$ cat config.mk
export PLATFORM = sky130hd
export DESIGN_NAME = conv_job_scheduler_flat
export DESIGN_NICKNAME = d
export VERILOG_FILES = /design/src/rtl/conv_job_scheduler_pkg.sv /design/src/rtl/conv_job_scheduler_if.sv /design/src/rtl/conv_job_scheduler_fifo.sv /design/src/rtl/conv_job_scheduler.sv /design/src/flat_wrapper.sv
export SDC_FILE = /design/constraint.sdc
export NUM_CORES = 1
export LEC_CHECK = 0
export BUFFER_PORTS_ARGS = -buffer_cell sky130_fd_sc_hd__buf_2
export CAP_MARGIN = 30
export CORE_MARGIN = 5
export CORE_UTILIZATION = 45
export CTS_CLUSTER_DIAMETER = 150
export DETAILED_ROUTE_END_ITERATION = 12
export GPL_TIMING_DRIVEN = 0
export PLACE_DENSITY_LB_ADDON = 0.25
export SETUP_SLACK_MARGIN = 0.5
export SYNTH_ARGS = -nofsm -noshare
export SYNTH_HDL_FRONTEND = slang
export SYNTH_SLANG_ARGS = --single-unit
$ cat constraint.sdc
create_clock -name clk -period 4.73 [get_ports clk]
set_input_delay 0.946 -clock clk [delete_from_list [all_inputs] [get_ports clk]]
set_output_delay 0.946 -clock clk [all_outputs]
set_load 0.02 [all_outputs]
$ cat src/rtl/conv_job_scheduler_pkg.sv
// Shared types for the convolution job scheduler: FSM states, completion status, job descriptor.
package conv_sched_pkg;

  localparam int JOB_ID_W   = 8;
  localparam int JOB_ADDR_W = 20;

  typedef enum logic [1:0] {
    IDLE   = 2'd0,
    LAUNCH = 2'd1,
    RUN    = 2'd2,
    REPORT = 2'd3
  } sched_state_e;

  typedef enum logic [1:0] {
    ST_OK      = 2'd0,
    ST_TIMEOUT = 2'd1,
    ST_ABORTED = 2'd2
  } cmpl_status_e;

  // Descriptor widths follow the package constants; the top defaults its parameters to them.
  typedef struct packed {
    logic [JOB_ID_W-1:0]   id;
    logic [JOB_ADDR_W-1:0] base_addr;
  } job_desc_t;

  function automatic logic [31:0] sat_inc32(input logic [31:0] v);
    return (v == 32'hFFFF_FFFF) ? v : v + 32'd1;
  endfunction

endpackage

$ cat src/rtl/conv_job_scheduler_if.sv
// Host, controller and completion signals of the job scheduler bundled as one interface.
// Handshakes: a transfer happens on a rising clk edge where valid && ready; valid never waits on ready.
interface conv_job_scheduler_if #(
  parameter int LOG2_OF_MEM_HEIGHT = 20,
  parameter int ID_WIDTH           = 8,
  parameter int QUEUE_DEPTH        = 4
);
  logic                          job_valid;
  logic                          job_ready;
  logic [ID_WIDTH-1:0]           job_id;
  logic [LOG2_OF_MEM_HEIGHT-1:0] job_base_addr;
  logic                          abort;
  logic                          ctrl_start;
  logic                          ctrl_running;
  logic [LOG2_OF_MEM_HEIGHT-1:0] ctrl_base_addr;
  logic                          cmpl_valid;
  logic                          cmpl_ready;
  logic [ID_WIDTH-1:0]           cmpl_id;
  logic [31:0]                   cmpl_cycles;
  logic [1:0]                    cmpl_status;
  logic                          busy;
  logic [$clog2(QUEUE_DEPTH):0]  queue_level;

  modport master (
    output job_valid, job_id, job_base_addr, abort, ctrl_running, cmpl_ready,
    input  job_ready, ctrl_start, ctrl_base_addr, cmpl_valid, cmpl_id, cmpl_cycles,
           cmpl_status, busy, queue_level
  );

  modport slave (
    input  job_valid, job_id, job_base_addr, abort, ctrl_running, cmpl_ready,
    output job_ready, ctrl_start, ctrl_base_addr, cmpl_valid, cmpl_id, cmpl_cycles,
           cmpl_status, busy, queue_level
  );
endinterface

$ cat src/rtl/conv_job_scheduler_fifo.sv
// Job descriptor FIFO: registered storage, head read straight from the array, flush clears pointers.
module sched_job_fifo
  import conv_sched_pkg::*;
#(
  parameter int DEPTH = 4
) (
  input  logic                  clk,
  input  logic                  arst_n_in,
  input  logic                  push,
  input  logic                  pop,
  input  logic                  flush,
  input  job_desc_t             din,
  output logic                  full,
  output logic                  empty,
  output logic [$clog2(DEPTH):0] level,
  output job_desc_t             head
);
  localparam int PTR_W = $clog2(DEPTH);
  localparam int LVL_W = PTR_W + 1;

  job_desc_t          mem_q [DEPTH];
  logic [PTR_W-1:0]   wr_ptr_q, rd_ptr_q;
  logic [LVL_W-1:0]   level_q;
  logic               do_push, do_pop;

  assign full    = (level_q == LVL_W'(DEPTH));
  assign empty   = (level_q == '0);
  assign level   = level_q;
  assign head    = mem_q[rd_ptr_q];
  assign do_push = push && !full;
  assign do_pop  = pop && !empty;

  always_ff @(posedge clk or negedge arst_n_in) begin
    if (!arst_n_in) begin
      wr_ptr_q <= '0;
      rd_ptr_q <= '0;
      level_q  <= '0;
    end else if (flush) begin
      wr_ptr_q <= '0;
      rd_ptr_q <= '0;
      level_q  <= '0;
    end else begin
      if (do_push) wr_ptr_q <= wr_ptr_q + PTR_W'(1);
      if (do_pop)  rd_ptr_q <= rd_ptr_q + PTR_W'(1);
      case ({do_push, do_pop})
        2'b10:   level_q <= level_q + LVL_W'(1);
        2'b01:   level_q <= level_q - LVL_W'(1);
        default: level_q <= level_q;
      endcase
    end
  end

  // Storage needs no reset: entries are only read once the level says they were written.
  always_ff @(posedge clk) begin
    if (do_push) mem_q[wr_ptr_q] <= din;
  end

endmodule

$ cat src/rtl/conv_job_scheduler.sv
// Launches queued convolution jobs one at a time on the controller and reports a completion record per job.
module conv_job_scheduler
  import conv_sched_pkg::*;
#(
  parameter int LOG2_OF_MEM_HEIGHT = JOB_ADDR_W,
  parameter int QUEUE_DEPTH        = 4,
  parameter int ID_WIDTH           = JOB_ID_W,
  parameter int START_TIMEOUT      = 16
) (
  input  logic                clk,
  input  logic                arst_n_in,
  conv_job_scheduler_if.slave bus,
  output sched_state_e        dbg_state_o
);
  localparam int TMO_W = $clog2(START_TIMEOUT + 1);
  localparam int LVL_W = $clog2(QUEUE_DEPTH) + 1;

  sched_state_e                  state_q, state_d;
  cmpl_status_e                  status_q, status_d;
  logic [ID_WIDTH-1:0]           id_q, id_d;
  logic [LOG2_OF_MEM_HEIGHT-1:0] base_q, base_d;
  logic [31:0]                   cnt_q, cnt_d;
  logic [TMO_W-1:0]              tmo_q, tmo_d;

  logic             fifo_push, fifo_pop, fifo_full, fifo_empty;
  logic [LVL_W-1:0] fifo_level;
  job_desc_t        push_desc, head_desc;
  logic             start_c, cmpl_valid_c;

  assign bus.job_ready = !fifo_full && !bus.abort;
  assign fifo_push     = bus.job_valid && bus.job_ready;
  assign push_desc     = '{id: bus.job_id, base_addr: bus.job_base_addr};

  sched_job_fifo #(.DEPTH(QUEUE_DEPTH)) u_fifo (
    .clk       (clk),
    .arst_n_in (arst_n_in),
    .push      (fifo_push),
    .pop       (fifo_pop),
    .flush     (bus.abort),
    .din       (push_desc),
    .full      (fifo_full),
    .empty     (fifo_empty),
    .level     (fifo_level),
    .head      (head_desc)
  );

  always_comb begin
    state_d      = state_q;
    status_d     = status_q;
    id_d         = id_q;
    base_d       = base_q;
    cnt_d        = cnt_q;
    tmo_d        = tmo_q;
    fifo_pop     = 1'b0;
    start_c      = 1'b0;
    cmpl_valid_c = 1'b0;
    case (state_q)
      IDLE: begin
        if (!fifo_empty) begin
          fifo_pop = 1'b1;
          id_d     = head_desc.id;
          base_d   = head_desc.base_addr;
          status_d = ST_OK;
          cnt_d    = '0;
          tmo_d    = '0;
          state_d  = LAUNCH;
        end
      end
      LAUNCH: begin
        start_c = !bus.ctrl_running;
        cnt_d   = sat_inc32(cnt_q);
        if (bus.ctrl_running) begin
          state_d = RUN;
        end else if (tmo_q == TMO_W'(START_TIMEOUT - 1)) begin
          status_d = ST_TIMEOUT;
          state_d  = REPORT;
        end else begin
          tmo_d = tmo_q + TMO_W'(1);
        end
      end
      RUN: begin
        cnt_d = sat_inc32(cnt_q);
        if (!bus.ctrl_running) state_d = REPORT;
      end
      REPORT: begin
        cmpl_valid_c = 1'b1;
        if (bus.cmpl_ready) state_d = IDLE;
      end
      default: state_d = IDLE;
    endcase
    // A timeout decided in this same cycle outranks the abort; a finished handshake is left untouched.
    if (bus.abort && state_q != IDLE && status_d != ST_TIMEOUT &&
        !(state_q == REPORT && bus.cmpl_ready)) begin
      status_d = ST_ABORTED;
    end
  end

  always_ff @(posedge clk or negedge arst_n_in) begin
    if (!arst_n_in) begin
      state_q  <= IDLE;
      status_q <= ST_OK;
      id_q     <= '0;
      base_q   <= '0;
      cnt_q    <= '0;
      tmo_q    <= '0;
    end else begin
      state_q  <= state_d;
      status_q <= status_d;
      id_q     <= id_d;
      base_q   <= base_d;
      cnt_q    <= cnt_d;
      tmo_q    <= tmo_d;
    end
  end

  assign bus.ctrl_start     = start_c;
  assign bus.ctrl_base_addr = base_q;
  assign bus.cmpl_valid     = cmpl_valid_c;
  assign bus.cmpl_id        = id_q;
  assign bus.cmpl_cycles    = cnt_q;
  assign bus.cmpl_status    = status_q;
  assign bus.busy           = (state_q != IDLE) || !fifo_empty;
  assign bus.queue_level    = fifo_level;
  assign dbg_state_o        = state_q;

endmodule
$ cat src/flat_wrapper.sv
// flat-port wrapper written by rule: the top's interface ports become plain ports
module conv_job_scheduler_flat import conv_sched_pkg::*;
#(
  parameter int LOG2_OF_MEM_HEIGHT = JOB_ADDR_W,
  parameter int QUEUE_DEPTH        = 4,
  parameter int ID_WIDTH           = JOB_ID_W,
  parameter int START_TIMEOUT      = 16
)
  (clk, arst_n_in, dbg_state_o, bus_job_valid, bus_job_id, bus_job_base_addr, bus_abort, bus_ctrl_running, bus_cmpl_ready, bus_job_ready, bus_ctrl_start, bus_ctrl_base_addr, bus_cmpl_valid, bus_cmpl_id, bus_cmpl_cycles, bus_cmpl_status, bus_busy, bus_queue_level);
  conv_job_scheduler_if #(.LOG2_OF_MEM_HEIGHT(LOG2_OF_MEM_HEIGHT), .ID_WIDTH(ID_WIDTH), .QUEUE_DEPTH(QUEUE_DEPTH)) bus_i ();
  input  logic clk;
  input  logic arst_n_in;
  output sched_state_e dbg_state_o;
  input wire logic [$bits(bus_i.job_valid)-1:0] bus_job_valid;
  input wire logic [$bits(bus_i.job_id)-1:0] bus_job_id;
  input wire logic [$bits(bus_i.job_base_addr)-1:0] bus_job_base_addr;
  input wire logic [$bits(bus_i.abort)-1:0] bus_abort;
  input wire logic [$bits(bus_i.ctrl_running)-1:0] bus_ctrl_running;
  input wire logic [$bits(bus_i.cmpl_ready)-1:0] bus_cmpl_ready;
  output wire logic [$bits(bus_i.job_ready)-1:0] bus_job_ready;
  output wire logic [$bits(bus_i.ctrl_start)-1:0] bus_ctrl_start;
  output wire logic [$bits(bus_i.ctrl_base_addr)-1:0] bus_ctrl_base_addr;
  output wire logic [$bits(bus_i.cmpl_valid)-1:0] bus_cmpl_valid;
  output wire logic [$bits(bus_i.cmpl_id)-1:0] bus_cmpl_id;
  output wire logic [$bits(bus_i.cmpl_cycles)-1:0] bus_cmpl_cycles;
  output wire logic [$bits(bus_i.cmpl_status)-1:0] bus_cmpl_status;
  output wire logic [$bits(bus_i.busy)-1:0] bus_busy;
  output wire logic [$bits(bus_i.queue_level)-1:0] bus_queue_level;
  assign bus_i.job_valid = bus_job_valid;
  assign bus_i.job_id = bus_job_id;
  assign bus_i.job_base_addr = bus_job_base_addr;
  assign bus_i.abort = bus_abort;
  assign bus_i.ctrl_running = bus_ctrl_running;
  assign bus_i.cmpl_ready = bus_cmpl_ready;
  assign bus_job_ready = bus_i.job_ready;
  assign bus_ctrl_start = bus_i.ctrl_start;
  assign bus_ctrl_base_addr = bus_i.ctrl_base_addr;
  assign bus_cmpl_valid = bus_i.cmpl_valid;
  assign bus_cmpl_id = bus_i.cmpl_id;
  assign bus_cmpl_cycles = bus_i.cmpl_cycles;
  assign bus_cmpl_status = bus_i.cmpl_status;
  assign bus_busy = bus_i.busy;
  assign bus_queue_level = bus_i.queue_level;
  conv_job_scheduler #(.LOG2_OF_MEM_HEIGHT(LOG2_OF_MEM_HEIGHT), .QUEUE_DEPTH(QUEUE_DEPTH), .ID_WIDTH(ID_WIDTH), .START_TIMEOUT(START_TIMEOUT)) u_core (.clk(clk), .arst_n_in(arst_n_in), .bus(bus_i), .dbg_state_o(dbg_state_o));
endmodule
==> impl_results.html <==
<table>
<tr><th>Metric</th><th>Value</th></tr>
<tr><th colspan="2">Run status</th></tr>
<tr><td>Run status</td><td>completed</td></tr>
<tr><th colspan="2">Timing</th></tr>
<tr><td>Minimum clock period</td><td>3170 ps</td></tr>
<tr><td>Final worst hold slack</td><td>373 ps</td></tr>
<tr><td>Slew at the pin closest to its max-slew limit</td><td>936 ps</td></tr>
<tr><td>Max Fclk</td><td>316 MHz</td></tr>
<tr><td>Final Skew</td><td>10.9 ps</td></tr>
<tr><td>Number of failing hold endpoints at the final stage</td><td>0</td></tr>
<tr><td>Setup violation total in the final timing report</td><td>0</td></tr>
<tr><td>Final setup TNS</td><td>0 ps</td></tr>
<tr><td>Count of pins over their slew limit</td><td>0</td></tr>
<tr><td>Share of the clock period used by the worst path after layout</td><td>66.9%</td></tr>
<tr><td>Setup repair after global routing missed its margin</td><td>false</td></tr>
<tr><td>Max_slew headroom</td><td>37.1%</td></tr>
<tr><th colspan="2">Clocking</th></tr>
<tr><td>Number of sinks on the clock net</td><td>188</td></tr>
<tr><td>Cell at the root of the clock tree</td><td>sky130_fd_sc_hd__clkbuf_16</td></tr>
<tr><td>Number of buffers between clock root and the deepest sink</td><td>2</td></tr>
<tr><td>Post-cts resize count</td><td>0</td></tr>
<tr><td>Total number of H-tree levels</td><td>4</td></tr>
<tr><td>TritonCTS clock tree</td><td>built</td></tr>
<tr><td>Number of buffers inserted for hold repair after clock tree synthesis</td><td>0</td></tr>
<tr><td>Skew-Pair Late Insertion Delay</td><td>430 ps</td></tr>
<tr><td>Postcts setup bufs</td><td>0</td></tr>
<tr><td>Clock-pin slew on the worst setup and hold paths</td><td>80 ps</td></tr>
<tr><td>Total clock buffers created by CTS</td><td>17</td></tr>
<tr><th colspan="2">Worst setup path</th></tr>
<tr><td>Arrival time at the worst endpoint</td><td>2220 ps</td></tr>
<tr><td>R2r worst-path depth</td><td>8</td></tr>
<tr><td>Delay of the slowest cell on the worst path</td><td>450 ps</td></tr>
<tr><td>Kind of launch point of the worst setup path</td><td>register</td></tr>
<tr><td>Crit. path cell count</td><td>6</td></tr>
<tr><td>CP Class</td><td>register to primary output</td></tr>
<tr><td>Biggest fanout along the worst timing path</td><td>7</td></tr>
<tr><td>Library cell contributing the largest single delay on the critical path</td><td>sky130_fd_sc_hd__dfrtp_1</td></tr>
<tr><td>Critical path's top delay family</td><td>buffers and inverters</td></tr>
<tr><td>Required @ worst endpoint</td><td>3780 ps</td></tr>
<tr><td>Critical Path Sink Type</td><td>primary output</td></tr>
<tr><td>Cells along the critical path</td><td>inv_1, ha_1, nor4b_1, buf_2, inv_1, buf_2</td></tr>
<tr><td>Combined buffer and inverter count along the critical path</td><td>4</td></tr>
<tr><th colspan="2">Synthesis</th></tr>
<tr><td>Post-synth design cell area</td><td>8020 sq um</td></tr>
<tr><td>Syn Nets</td><td>639</td></tr>
<tr><td>EDFF count, synth</td><td>112</td></tr>
<tr><td>Number of cells produced by synthesis</td><td>593</td></tr>
<tr><td>Synthesis warning total</td><td>0</td></tr>
<tr><td>Top-area cell type share of the netlist area</td><td>41.9%</td></tr>
<tr><td>Cell taking the most area after synthesis</td><td>sky130_fd_sc_hd__edfxtp_1</td></tr>
<tr><td>Most used flip-flop cell after synthesis</td><td>sky130_fd_sc_hd__edfxtp_1</td></tr>
<tr><td>Proportion of synthesized flip-flops having asynchronous set or reset</td><td>40.4%</td></tr>
<tr><td>Top cells by area, synth</td><td>sky130_fd_sc_hd__edfxtp_1 42%, sky130_fd_sc_hd__dfrtp_1 24%, sky130_fd_sc_hd__mux4_2 7.9%, sky130_fd_sc_hd__nand2_1 5.7%, sky130_fd_sc_hd__o31ai_1 2.4%</td></tr>
<tr><td>Count of cell types in the netlist</td><td>55</td></tr>
<tr><td>Synth Register Bits</td><td>188</td></tr>
<tr><td>Synthesized area divided by synthesized cell count</td><td>13.5 sq um</td></tr>
<tr><td>Part of the Yosys area used for sequential elements</td><td>65.6%</td></tr>
<tr><th colspan="2">Route</th></tr>
<tr><td>Drt first pass iters</td><td>6</td></tr>
<tr><td>Number of DRC markers after the initial detailed-route iteration</td><td>357</td></tr>
<tr><td>Vias</td><td>5396</td></tr>
<tr><td>Residual antenna-violating net count after detailed routing</td><td>0</td></tr>
<tr><td>Via density per instance</td><td>5.65</td></tr>
<tr><td>Residual DRC</td><td>0</td></tr>
<tr><td>Final wirelength</td><td>18.4 mm</td></tr>
<tr><td>Routed wirelength normalized by instance count</td><td>19.3 microns</td></tr>
<tr><th colspan="2">GRT</th></tr>
<tr><td>Pin count of the biggest net entering global routing</td><td>63</td></tr>
<tr><td>First-pass GRT wire length</td><td>29.5 mm</td></tr>
<tr><td>GRT Util Overall</td><td>18.7%</td></tr>
<tr><td>Total gr overflow</td><td>0</td></tr>
<tr><td>Via count of the first global-routing pass</td><td>5549</td></tr>
<tr><td>Initial antenna violation count</td><td>2</td></tr>
<tr><th colspan="2">Hold path</th></tr>
<tr><td>Hold crit path type</td><td>input pin to async pin</td></tr>
<tr><th colspan="2">Cells and area</th></tr>
<tr><td>Commonest non-fill, non-tap cell in the layout</td><td>sky130_fd_sc_hd__nand2_1</td></tr>
<tr><td>Final std cell area, no fill</td><td>9400 sq um</td></tr>
<tr><td>Growth of design area from synthesis to finish</td><td>17.2%</td></tr>
<tr><td>Antenna diodes</td><td>0</td></tr>
<tr><td>Number of nets in the layout</td><td>763</td></tr>
<tr><td>End-of-flow core utilization</td><td>54.0%</td></tr>
<tr><td>Ratio of cells with drive above 1 in the final layout</td><td>25.5%</td></tr>
<tr><td>Fillers</td><td>1494</td></tr>
<tr><td>Most used cells in the layout excluding fill and tap cells</td><td>121 x sky130_fd_sc_hd__nand2_1, 112 x sky130_fd_sc_hd__edfxtp_1, 108 x sky130_fd_sc_hd__buf_2</td></tr>
<tr><th colspan="2">Pwr</th></tr>
<tr><td>Ratio of total power to cell area</td><td>533 nW/um^2</td></tr>
<tr><td>Leakage component of the power</td><td>3.80 nW</td></tr>
<tr><td>Worst voltage drop across the vdd grid</td><td>0.000350 V</td></tr>
<tr><th colspan="2">Floorplan</th></tr>
<tr><td>Die Area</td><td>20600 sq um</td></tr>
<tr><td>Initial standard-cell utilization of the core</td><td>46.0%</td></tr>
<tr><td>Number of primary I/O pins</td><td>105</td></tr>
<tr><td>Floorplan die width</td><td>144 microns</td></tr>
<tr><td>Core area</td><td>17400 sq um</td></tr>
<tr><td>Die boundary height</td><td>144 microns</td></tr>
<tr><td>Cell Rows</td><td>48</td></tr>
<tr><th colspan="2">Place</th></tr>
<tr><td>Placement-stage cell area</td><td>8860 sq um</td></tr>
<tr><td>Half-perimeter wire length of the detailed placement result</td><td>12.2 mm</td></tr>
<tr><td>Count of port buffers added during placement</td><td>103</td></tr>
<tr><td>Final RePlAce weighted congestion</td><td>0.926</td></tr>
<tr><th colspan="2">Job</th></tr>
<tr><td>Maximum capacitance violations</td><td>0</td></tr>
</table>
-- report_power, final --
group	internal, W	switching [W]
sequential	0.00196	0.000144
combinational	0.000526	0.00106
clock	0.000686	0.000635
total	0.00317	0.00184
-- worst reg2reg max path, stage by stage (launching register included) --
cell and delay [ps]:
sky130_fd_sc_hd__dfrtp_1 440, sky130_fd_sc_hd__ha_1 270, sky130_fd_sc_hd__nand4_1 260, sky130_fd_sc_hd__nor4_2 480, sky130_fd_sc_hd__nor4b_4 610, sky130_fd_sc_hd__or2_1 180
sky130_fd_sc_hd__buf_2 180, sky130_fd_sc_hd__buf_4 210, sky130_fd_sc_hd__o31ai_1 110
-- sequential cells by signal, summed over array words and instances, names as in the netlist --
name	cells
u_core.dbg_state_o	2
u_core.u_fifo.rd_ptr_q	2
u_core.bus.cmpl_cycles	32
u_core.u_fifo.mem_q	112
u_core.bus.cmpl_id	8
u_core.u_fifo.level	3
u_core.bus.cmpl_status	2
u_core.u_fifo.wr_ptr_q	2
u_core.bus.ctrl_base_addr	20
u_core.tmo_q	5
-- final timing paths --
path,from,end,slack [ps]
worst max register to register,u_core.bus.cmpl_cycles[0],u_core.bus.cmpl_cycles[7],1870
worst min register to register,u_core.bus.ctrl_base_addr[13],u_core.bus.ctrl_base_addr[13],470
max in group asynchronous,arst_n_in,u_core.bus.cmpl_status[0],3750
min in group clk,u_core.bus.ctrl_base_addr[13],u_core.bus.ctrl_base_addr[13],470
worst min-delay path,arst_n_in,u_core.bus.cmpl_cycles[5],370
worst max-delay path,u_core.dbg_state_o[0],bus_busy,1560
-- cell usage after synthesis (all sizes together) (2+ instances only) --
cell,count
nand2,121
edfxtp,112
dfrtp,76
o21ai,29
mux4,28
o31ai,26
a21oi,16
nor2,16
nand3,15
clkbuf,14
inv,13
buf,12
ha,11
nand4,10
a31oi,9
nor3,8
or3,8
and2,6
and3,5
nor4,5
nand2b,4
o311ai,4
o41ai,4
or2,4
xor2,4
a22o,3
mux2i,3
nor4b,3
o21a,3
or4,3
a211o,2
and4,2
mux2,2
-- logic make-up (layout without fill, tap and decap cells) --
kind of cell             count (synthesis)  count (layout)  share of synthesized area (%)
AND/OR/NAND/NOR                        213             213                           12.8
flip-flops                             188             188                           65.6
AO/OA/AOI/OAI                          103             103                           8.49
buffers and inverters                   39             176                           2.00
multiplexers                            33              33                           8.52
adder cells (fa/ha/maj)                 12              12                           1.97
XOR/XNOR                                 5               5                          0.546
-- metrics by stage --
step / worst slack (ps) / instances / total power, W
floorplan: 2060 / 593 / 0.00316
global placement: 1310 / 921 / 0.00367
detailed placement: 1810 / 923 / 0.00372
CTS: 1530 / 955 / 0.00505
global route: 1390 / 955 / 0.00530
finish: 1560 / 955 / 0.00501
-- routing by layer --
metal	track usage [%]	part of all wire, %
met3	5.12	7.0
met1	22.8	40
met4	4.81	0.98
met5	0	0.11
met2	33.0	52
-- cell type report --
cell class	count	area (sq um)	share of cell area, %
sequential	188	5270	56.0
multi-input combinational	366	2600	27.7
clock inverter	13	110	1.17
timing repair buffer	105	551	5.86
tap	225	282	2.99
clock buffer	19	433	4.61
inverter	13	48.8	0.519
buffer	26	111	1.18
No activity file was read; power rests on OpenSTA's default activity.
